`config.mk`:
```
export PLATFORM = sky130hd
export DESIGN_NAME = sigmoid_share_arb
export DESIGN_NICKNAME = d
export VERILOG_FILES = /design/src/rtl/sigmoid_share_arb.sv
export SDC_FILE = /design/constraint.sdc
export NUM_CORES = 1
export LEC_CHECK = 0
export CORE_MARGIN = 4
export CORE_UTILIZATION = 40
export DETAILED_ROUTE_END_ITERATION = 16
export PLACE_DENSITY = 0.67
export SLEW_MARGIN = 10
export SYNTH_ARGS = -nofsm -noshare
export SYNTH_HDL_FRONTEND = slang
export SYNTH_SLANG_ARGS = --single-unit
export TNS_END_PERCENT = 10
```
`constraint.sdc`:
```
create_clock -name clk -period 7.05 [get_ports clk]
set_clock_uncertainty 0.2 [all_clocks]
set_input_delay 1.41 -clock clk [delete_from_list [all_inputs] [get_ports clk]]
set_output_delay 1.41 -clock clk [all_outputs]
set_load 0.02 [all_outputs]
```
`src/rtl/sigmoid_share_arb.sv`:
```
`default_nettype none
// ============================================================================
// Module      : sigmoid_share_arb
// Description : Round-robin shared 2-stage piecewise-linear sigmoid (Q4.16).
// Revision    : 1.0
// ============================================================================
module sigmoid_share_arb #(
    parameter int NREQ = 4,
    parameter int IDW  = 2
) (
    input  logic              clk,
    input  logic              rst,
    input  logic [NREQ-1:0]   req_valid,
    input  logic [20*NREQ-1:0] req_data,
    output logic [NREQ-1:0]   req_ready,
    output logic              res_valid,
    input  logic              res_ready,
    output logic [19:0]       res_data,
    output logic [IDW-1:0]    res_id
);

    localparam logic [19:0] c_one    = 20'd65536;
    localparam logic [19:0] c_sat    = 20'd327680;
    localparam logic [19:0] c_knee2  = 20'd155648;
    localparam logic [19:0] c_knee1  = 20'd65536;

    logic            r_s1_valid;
    logic [19:0]     r_s1_x;
    logic [IDW-1:0]  r_s1_id;
    logic            r_s2_valid;
    logic [19:0]     r_res_data;
    logic [IDW-1:0]  r_res_id;
    logic [IDW-1:0]  r_ptr;

    logic            w_adv;
    logic            w_can_load;
    logic            w_found;
    logic [IDW-1:0]  w_win;
    logic [IDW:0]    w_sum;
    logic            w_fire;
    logic [19:0]     w_sel_data;
    logic [19:0]     w_m;
    logic [19:0]     w_f;
    logic [19:0]     w_res;

    assign w_adv      = !r_s2_valid || res_ready;
    assign w_can_load = !r_s1_valid || w_adv;

    // First valid requester at or after the pointer, wrapping modulo NREQ.
    always_comb begin
        w_found = 1'b0;
        w_win   = '0;
        w_sum   = '0;
        for (int k = 0; k < NREQ; k++) begin
            w_sum = {1'b0, r_ptr} + (IDW+1)'(k);
            if (w_sum >= (IDW+1)'(NREQ)) begin
                w_sum = w_sum - (IDW+1)'(NREQ);
            end
            if (!w_found && req_valid[w_sum[IDW-1:0]]) begin
                w_found = 1'b1;
                w_win   = w_sum[IDW-1:0];
            end
        end
    end

    assign w_fire     = w_found && w_can_load && !rst;
    assign req_ready  = w_fire ? (NREQ'(1) << w_win) : '0;
    assign w_sel_data = req_data[int'(w_win)*20 +: 20];

    assign w_m = r_s1_x[19] ? (~r_s1_x + 20'd1) : r_s1_x;

    always_comb begin
        w_f = c_one;
        if (w_m >= c_sat) begin
            w_f = c_one;
        end else if (w_m >= c_knee2) begin
            w_f = (w_m >> 5) + 20'd55296;
        end else if (w_m >= c_knee1) begin
            w_f = (w_m >> 3) + 20'd40960;
        end else begin
            w_f = (w_m >> 2) + 20'd32768;
        end
    end

    // Odd symmetry: sigmoid(-x) = 1 - sigmoid(x).
    assign w_res = r_s1_x[19] ? (c_one - w_f) : w_f;

    always_ff @(posedge clk) begin
        if (rst) begin
            r_s1_valid <= 1'b0;
            r_s1_x     <= '0;
            r_s1_id    <= '0;
            r_s2_valid <= 1'b0;
            r_res_data <= '0;
            r_res_id   <= '0;
            r_ptr      <= '0;
        end else begin
            if (w_adv) begin
                r_s2_valid <= r_s1_valid;
                if (r_s1_valid) begin
                    r_res_data <= w_res;
                    r_res_id   <= r_s1_id;
                end
            end
            if (w_can_load) begin
                r_s1_valid <= w_fire;
                if (w_fire) begin
                    r_s1_x  <= w_sel_data;
                    r_s1_id <= w_win;
                end
            end
            if (w_fire) begin
                r_ptr <= (w_win == IDW'(NREQ - 1)) ? '0 : w_win + IDW'(1);
            end
        end
    end

    assign res_valid = r_s2_valid;
    assign res_data  = r_res_data;
    assign res_id    = r_res_id;

endmodule
`default_nettype wire
```
==> reports/summary.txt, run 1 <==
status = completed
Crit path buffers/inverters = 5
PwrDens = 302 nW/um^2
H-tree depth = 2
CTS Buf Count = 5
CORE AREA = 11400 sq um
CP startpoint kind = input port
initial antenna violation count = 0
Die Height = 116 microns
Final ANT Viol Nets = 0
setup tns final = 0 ns
vias per cell = 5.78
Max Root-Sink Buffers = 2
delay-heaviest family, CP = buffers and inverters
Initial Utilization = 0.408
I/O pin cnt = 114
Peak VDD IR = 0.000159 V
clock-pin slew on the worst setup and hold paths = 0.06 ns
die width = 116 microns
Hold EP = res_data[5]
Yosys warning count = 0
reg-to-reg setup timing slack = 1.47 ns
Min-Delay Path Class = reg -> reg
Synth Flop Type = dfxtp_1
Site Rows = 39
smallest hold slack = 0.256 ns
WS Path Type = in -> out
Avg WL per Cell = 16.2 microns
die area = 13400 sq um
Clk Latency, worst-skew pair = 0.29 ns
diodes inserted = 0
vias in the first global route = 4778
Leak = 2.18 nW
Pre-antenna DRT Iters = 5
Setup Buffers After CTS = 0
# resized after CTS = 0
port buffer count = 113
P&R area growth vs syn = 27.5%
total power = 1.79 mW
sequential share of the synthesized area = 0.207
reg2reg start = r_s1_x[0]
drt drc = 0
Seq cells post-synth = 48
Synth async-reset ratio = 0
fmax = 177 MHz
Final period util = 0.800
Tightest Pin Transition = 1.05 ns
CP max FO = 42
Reg area = 961 sq um
DRT Wirelength = 14.2 mm
FF-to-FF path depth = 15
hold path cells = 2
Worst path max stage delay = 0.62 ns
Sink Count = 48
Final Max Slew Viols = 0
layout cells sized above 1 = 0.0722
Arr. time, crit path = 4.03 ns
GPL Wtd Cong = 0.918
Worst EP required = 5.44 ns
1st-iter DRT viols = 380
clk root buf = clkbuf_16
crit path cell chain = clkdlybuf4s50_1, a2bb2oi_1, o221ai_1, or2_2, inv_1, buf_4, ha_1, inv_1, nor2_1, clkdlybuf4s50_1
Syn Area/Cell = 7.02 sq um
Hold-fix buffers, CTS = 0
HPWL reported at the end of detailed placement = 10.7 mm
unrepaired setup endpoints after global routing = false
GR Util All Layers = 0.208
Multi-input gate area = 3390 sq um
via count = 5065
crit path time final = 5.64 ns
largest net degree at the start of global routing = 53
Worst path slowest cell = clkdlybuf4s50_1
final setup fails = 0
Fill cells = 1108
synthesized area = 4640 sq um
CTS tree = done
post-synthesis cell type count = 77
Nets = 833
number of flops mapped to enable cells by yosys = 0
worst hold start = res_data[5]
Mapped Cells = 662
global route overflow = 0
first-pass GRT wire length = 22.9 mm
Max-Cap Viols = 0
CP endpoint kind = output port
Reg-to-Reg End = res_data[12]
final hold violations = 0
Syn Nets = 761
Slew Limit Headroom = 0.294
-- metal layers --
metal / up-vias / track usage / share of wire
met4: 0 / 0.0820 / 0.028
met1: 2315 / 0.275 / 0.45
met5: - / 0 / 0
li1: 2513 / - / -
met2: 204 / 0.331 / 0.45
met3: 33 / 0.0460 / 0.073
-- cells in the final DEF, fill, tap and decap left out, drive strengths merged, types with 3 or more instances in the layout --
cell           count
a31o               5
o211ai             9
xor2              11
clkbuf             6
xnor2             23
mux2i              4
o21a               5
or4                4
or3                7
or2                4
nor2             104
dfxtp             48
a211oi            19
nor2b              6
and3               4
nand2             80
clkdlybuf4s50    113
o21ai             60
o31ai             10
nor3               9
and2               3
nor4              10
nand3             36
o41ai              9
a211o              4
a21oi             32
nand4              5
inv               17
ha                12
nand2b             3
a31oi              8
nand3b            26
buf                7
-- cell usage after synthesis, drive strengths merged (4+ instances only) --
cell	count	area [sq um]
and3	4	25.0
a211o	4	35.0
nor2b	6	37.5
or3	7	43.8
o41ai	9	161
o21a	5	37.5
nor4	10	68.8
nand3	36	185
nand2	80	303
xor2	11	111
mux2i	4	40.0
nand4	5	31.3
xnor2	23	201
nor2	104	393
o31ai	10	93.8
nor3	9	60.1
o211ai	9	67.6
nand3b	26	195
or4	4	33.8
or2	4	25.0
ha	12	150
a211oi	19	143
a31oi	8	65.1
o21ai	60	304
dfxtp	48	961
buf	16	96.3
a21oi	32	164
inv	17	63.8
a31o	5	43.8
clkbuf	39	146
-- sequential cells by signal, indices dropped and copies added (netlist names) --
| register | cells |
|---|---|
| r_s1_x | 20 |
| res_data | 20 |
| r_ptr | 2 |
| r_s1_id | 2 |
| res_id | 2 |
| r_s1_valid | 1 |
| res_valid | 1 |
-- where the power goes --
part / internal, mW / total [mW] / switching (mW)
sequential: 0.323 / 0.383 / 0.0600
combinational: 0.453 / 1.16 / 0.709
clock: 0.140 / 0.240 / 0.100
total: 0.916 / 1.79 / 0.869
-- area by class of cell --
cell class | instances | area share
repair buffers | 120 | 0.200
well taps | 143 | 0.0302
clock inverters | 1 | 0.00148
clock buffers | 6 | 0.0235
flip-flops and latches | 48 | 0.162
multi-input cells | 542 | 0.572
inverters | 17 | 0.0108
-- kinds of logic (layout without fill, tap and decap cells) --
group | count (synthesis) | in the layout | synth area share
xor gates and xnor gates | 34 | 34 | 0.0673
muxes | 4 | 4 | 0.00862
DFF | 48 | 48 | 0.207
AOI/OAI and AO/OA | 183 | 183 | 0.291
adders and majority gates | 12 | 12 | 0.0323
buffers and inverters | 72 | 144 | 0.0660
and+or+nand+nor | 309 | 309 | 0.328
-- through the flow --
step,std cells,setup WS [ns],cell area (sq um),util
after floorplan,662,2.38,4640,-
after global placement,870,1.46,5770,0.508
after detailed placement,870,1.43,5770,0.508
after CTS,877,1.43,5920,0.521
after global routing,877,1.02,5920,0.521
final,877,1.41,5920,0.521
-- worst min-delay path, stage by stage (launching register included) --
cell and delay (ns):
dfxtp_1 0.31, nand2_1 0.05, a21oi_1 0.05
-- worst max-delay path by stage --
stage / from / end / slack (ns) / depth (start not counted)
floorplan: req_valid[3] / req_ready[3] / 2.38 / 9
global placement: req_valid[3] / req_ready[3] / 1.46 / 10
detailed placement: req_valid[3] / req_ready[3] / 1.43 / 10
CTS: req_valid[3] / req_ready[3] / 1.43 / 10
global route: r_s1_x[8] / res_data[18] / 1.02 / 15
finish: req_valid[3] / req_ready[3] / 1.41 / 10
Power figures use the tool's default switching activity.
==> run 2: changes to the inputs <==
==> constraint.sdc (replaced) <==
create_clock -name clk -period 5.7 [get_ports clk]
set_clock_uncertainty 0.2 [all_clocks]
set_input_delay 1.14 -clock clk [delete_from_list [all_inputs] [get_ports clk]]
set_output_delay 1.14 -clock clk [all_outputs]
set_load 0.02 [all_outputs]
==> reports/summary.txt, run 2 (same netlist as run 1, synthesis figures left out) <==
Peak VDD IR = 0.000211 V
CTS tree = done
DP Worst Slack = 0.796 ns
Max-Cap Viols = 0
diodes inserted = 0
Reg-to-Reg End = res_data[12]
CORE AREA = 11400 sq um
delay-heaviest family, CP = compound AO/OA/AOI/OAI gates
FF-to-FF path depth = 15
Setup Buffers After CTS = 0
status = completed
final setup fails = 0
global route overflow = 0
CP startpoint kind = flip-flop
Final Max Slew Viols = 0
Clk Latency, worst-skew pair = 0.30 ns
Max Root-Sink Buffers = 2
Sink Count = 48
via count = 4991
worst setup margin = 0.792 ns
Hold-fix buffers, CTS = 0
Initial Utilization = 0.408
smallest hold slack = 0.258 ns
CP max FO = 12
vias per cell = 5.65
die width = 116 microns
DRT Wirelength = 14.4 mm
CP Depth = 15
Final ANT Viol Nets = 0
Die Height = 116 microns
1st-iter DRT viols = 299
Nets = 840
most frequent cells in the layout = clkdlybuf4s50_1, nor2_1, nand2_1, o21ai_0, dfxtp_1
fmax = 204 MHz
final hold violations = 0
Crit path buffers/inverters = 2
setup tns final = 0 ns
Arr. time, crit path = 4.92 ns
Min-Delay Path Class = reg -> reg
design area = 5960 sq um
clock-pin slew on the worst setup and hold paths = 0.07 ns
CTS Buf Count = 5
H-tree depth = 2
GR Util All Layers = 0.218
placed insts = 877
Critical Path End = res_data[12]
vias in the first global route = 4846
Site Rows = 39
reg-to-reg setup timing slack = 0.79 ns
CP endpoint kind = flip-flop
Slew Limit Headroom = 0.438
HPWL reported at the end of detailed placement = 11.3 mm
clk root buf = clkbuf_16
Worst EP required = 5.71 ns
Tightest Pin Transition = 0.837 ns
Pre-antenna DRT Iters = 5
most common cell after layout, fill and taps aside = clkdlybuf4s50_1
Area after DPL = 5830 sq um
port buffer count = 113
Worst path max stage delay = 0.69 ns
total power = 2.24 mW
# resized after CTS = 0
first-pass GRT wire length = 23.9 mm
WS Path Type = reg -> reg
Avg WL per Cell = 16.3 microns
unrepaired setup endpoints after global routing = false
initial antenna violation count = 0
reg2reg start = r_s1_x[4]
drt drc = 0
crit path cell chain = or4_4, or2_1, o41ai_2, xnor2_1, inv_1, ha_1, inv_1, nor3_2, nand2_1, a2111oi_0, o31ai_1, a31oi_4, a21oi_1, xnor2_1, a211oi_1
layout cells sized above 1 = 0.0810
I/O pin cnt = 114
largest net degree at the start of global routing = 51
crit path time final = 4.91 ns
P&R area growth vs syn = 28.4%
Worst path slowest cell = or4_4
die area = 13400 sq um
post-route core utilization = 0.524
GPL Wtd Cong = 0.982
Leak = 2.21 nW
Final period util = 0.861
Crit. Startpoint = r_s1_x[4]
PwrDens = 375 nW/um^2
fin cells = 884
-- run 2: report_power, final --
part	switching (mW)	internal (mW)	leakage, nW
clock	0.129	0.159	0.0657
combinational	0.885	0.584	1.75
sequential	0.0810	0.400	0.399
total	1.09	1.14	2.21
-- run 2: tightest hold or removal path: cells and delay by family (launching register included) --
kind / cells / cell delay (ns)
compound gates: 1 / 0.05
flops: 1 / 0.31
simple gates: 1 / 0.05
-- run 2: final cells by class --
type                            count  area [sq um]
Clock buffer                        5           125
Clock inverter                      2          12.5
Fill cell                        1092          5410
Inverter                           17          63.8
Multi-Input combinational cell    542          3390
Sequential cell                    48           961
Tap cell                          143           179
Timing Repair Buffer              127          1240
-- run 2: worst min path at each step --
stage / from / depth (start not counted) / end / slack [ns]
floorplan: r_s1_id[0] / 2 / res_id[0] / 0.23
global placement: r_s1_id[1] / 2 / res_id[1] / 0.24
detailed placement: r_s1_id[1] / 2 / res_id[1] / 0.25
CTS: r_s1_id[1] / 2 / res_id[1] / 0.26
global route: r_s1_id[1] / 2 / res_id[1] / 0.29
finish: r_s1_id[1] / 2 / res_id[1] / 0.26
-- run 2: layer usage --
metal	track usage	vias up	routed length, microns
li1	-	2523	-
met1	0.288	2258	6500
met2	0.352	178	6530
met3	0.0491	32	996
met4	0.0789	0	412
met5	0	-	0
==> run 3: changes to the inputs <==
--- a/config.mk
+++ b/config.mk
@@ -7,6 +7,7 @@
 export LEC_CHECK = 0
 export CORE_MARGIN = 4
 export CORE_UTILIZATION = 40
+export CTS_CLUSTER_SIZE = 10
 export DETAILED_ROUTE_END_ITERATION = 16
 export PLACE_DENSITY = 0.67
 export SLEW_MARGIN = 10
==> results of run 3 <==
No change in the layout: final DEF, timing and power equal those of run 2.
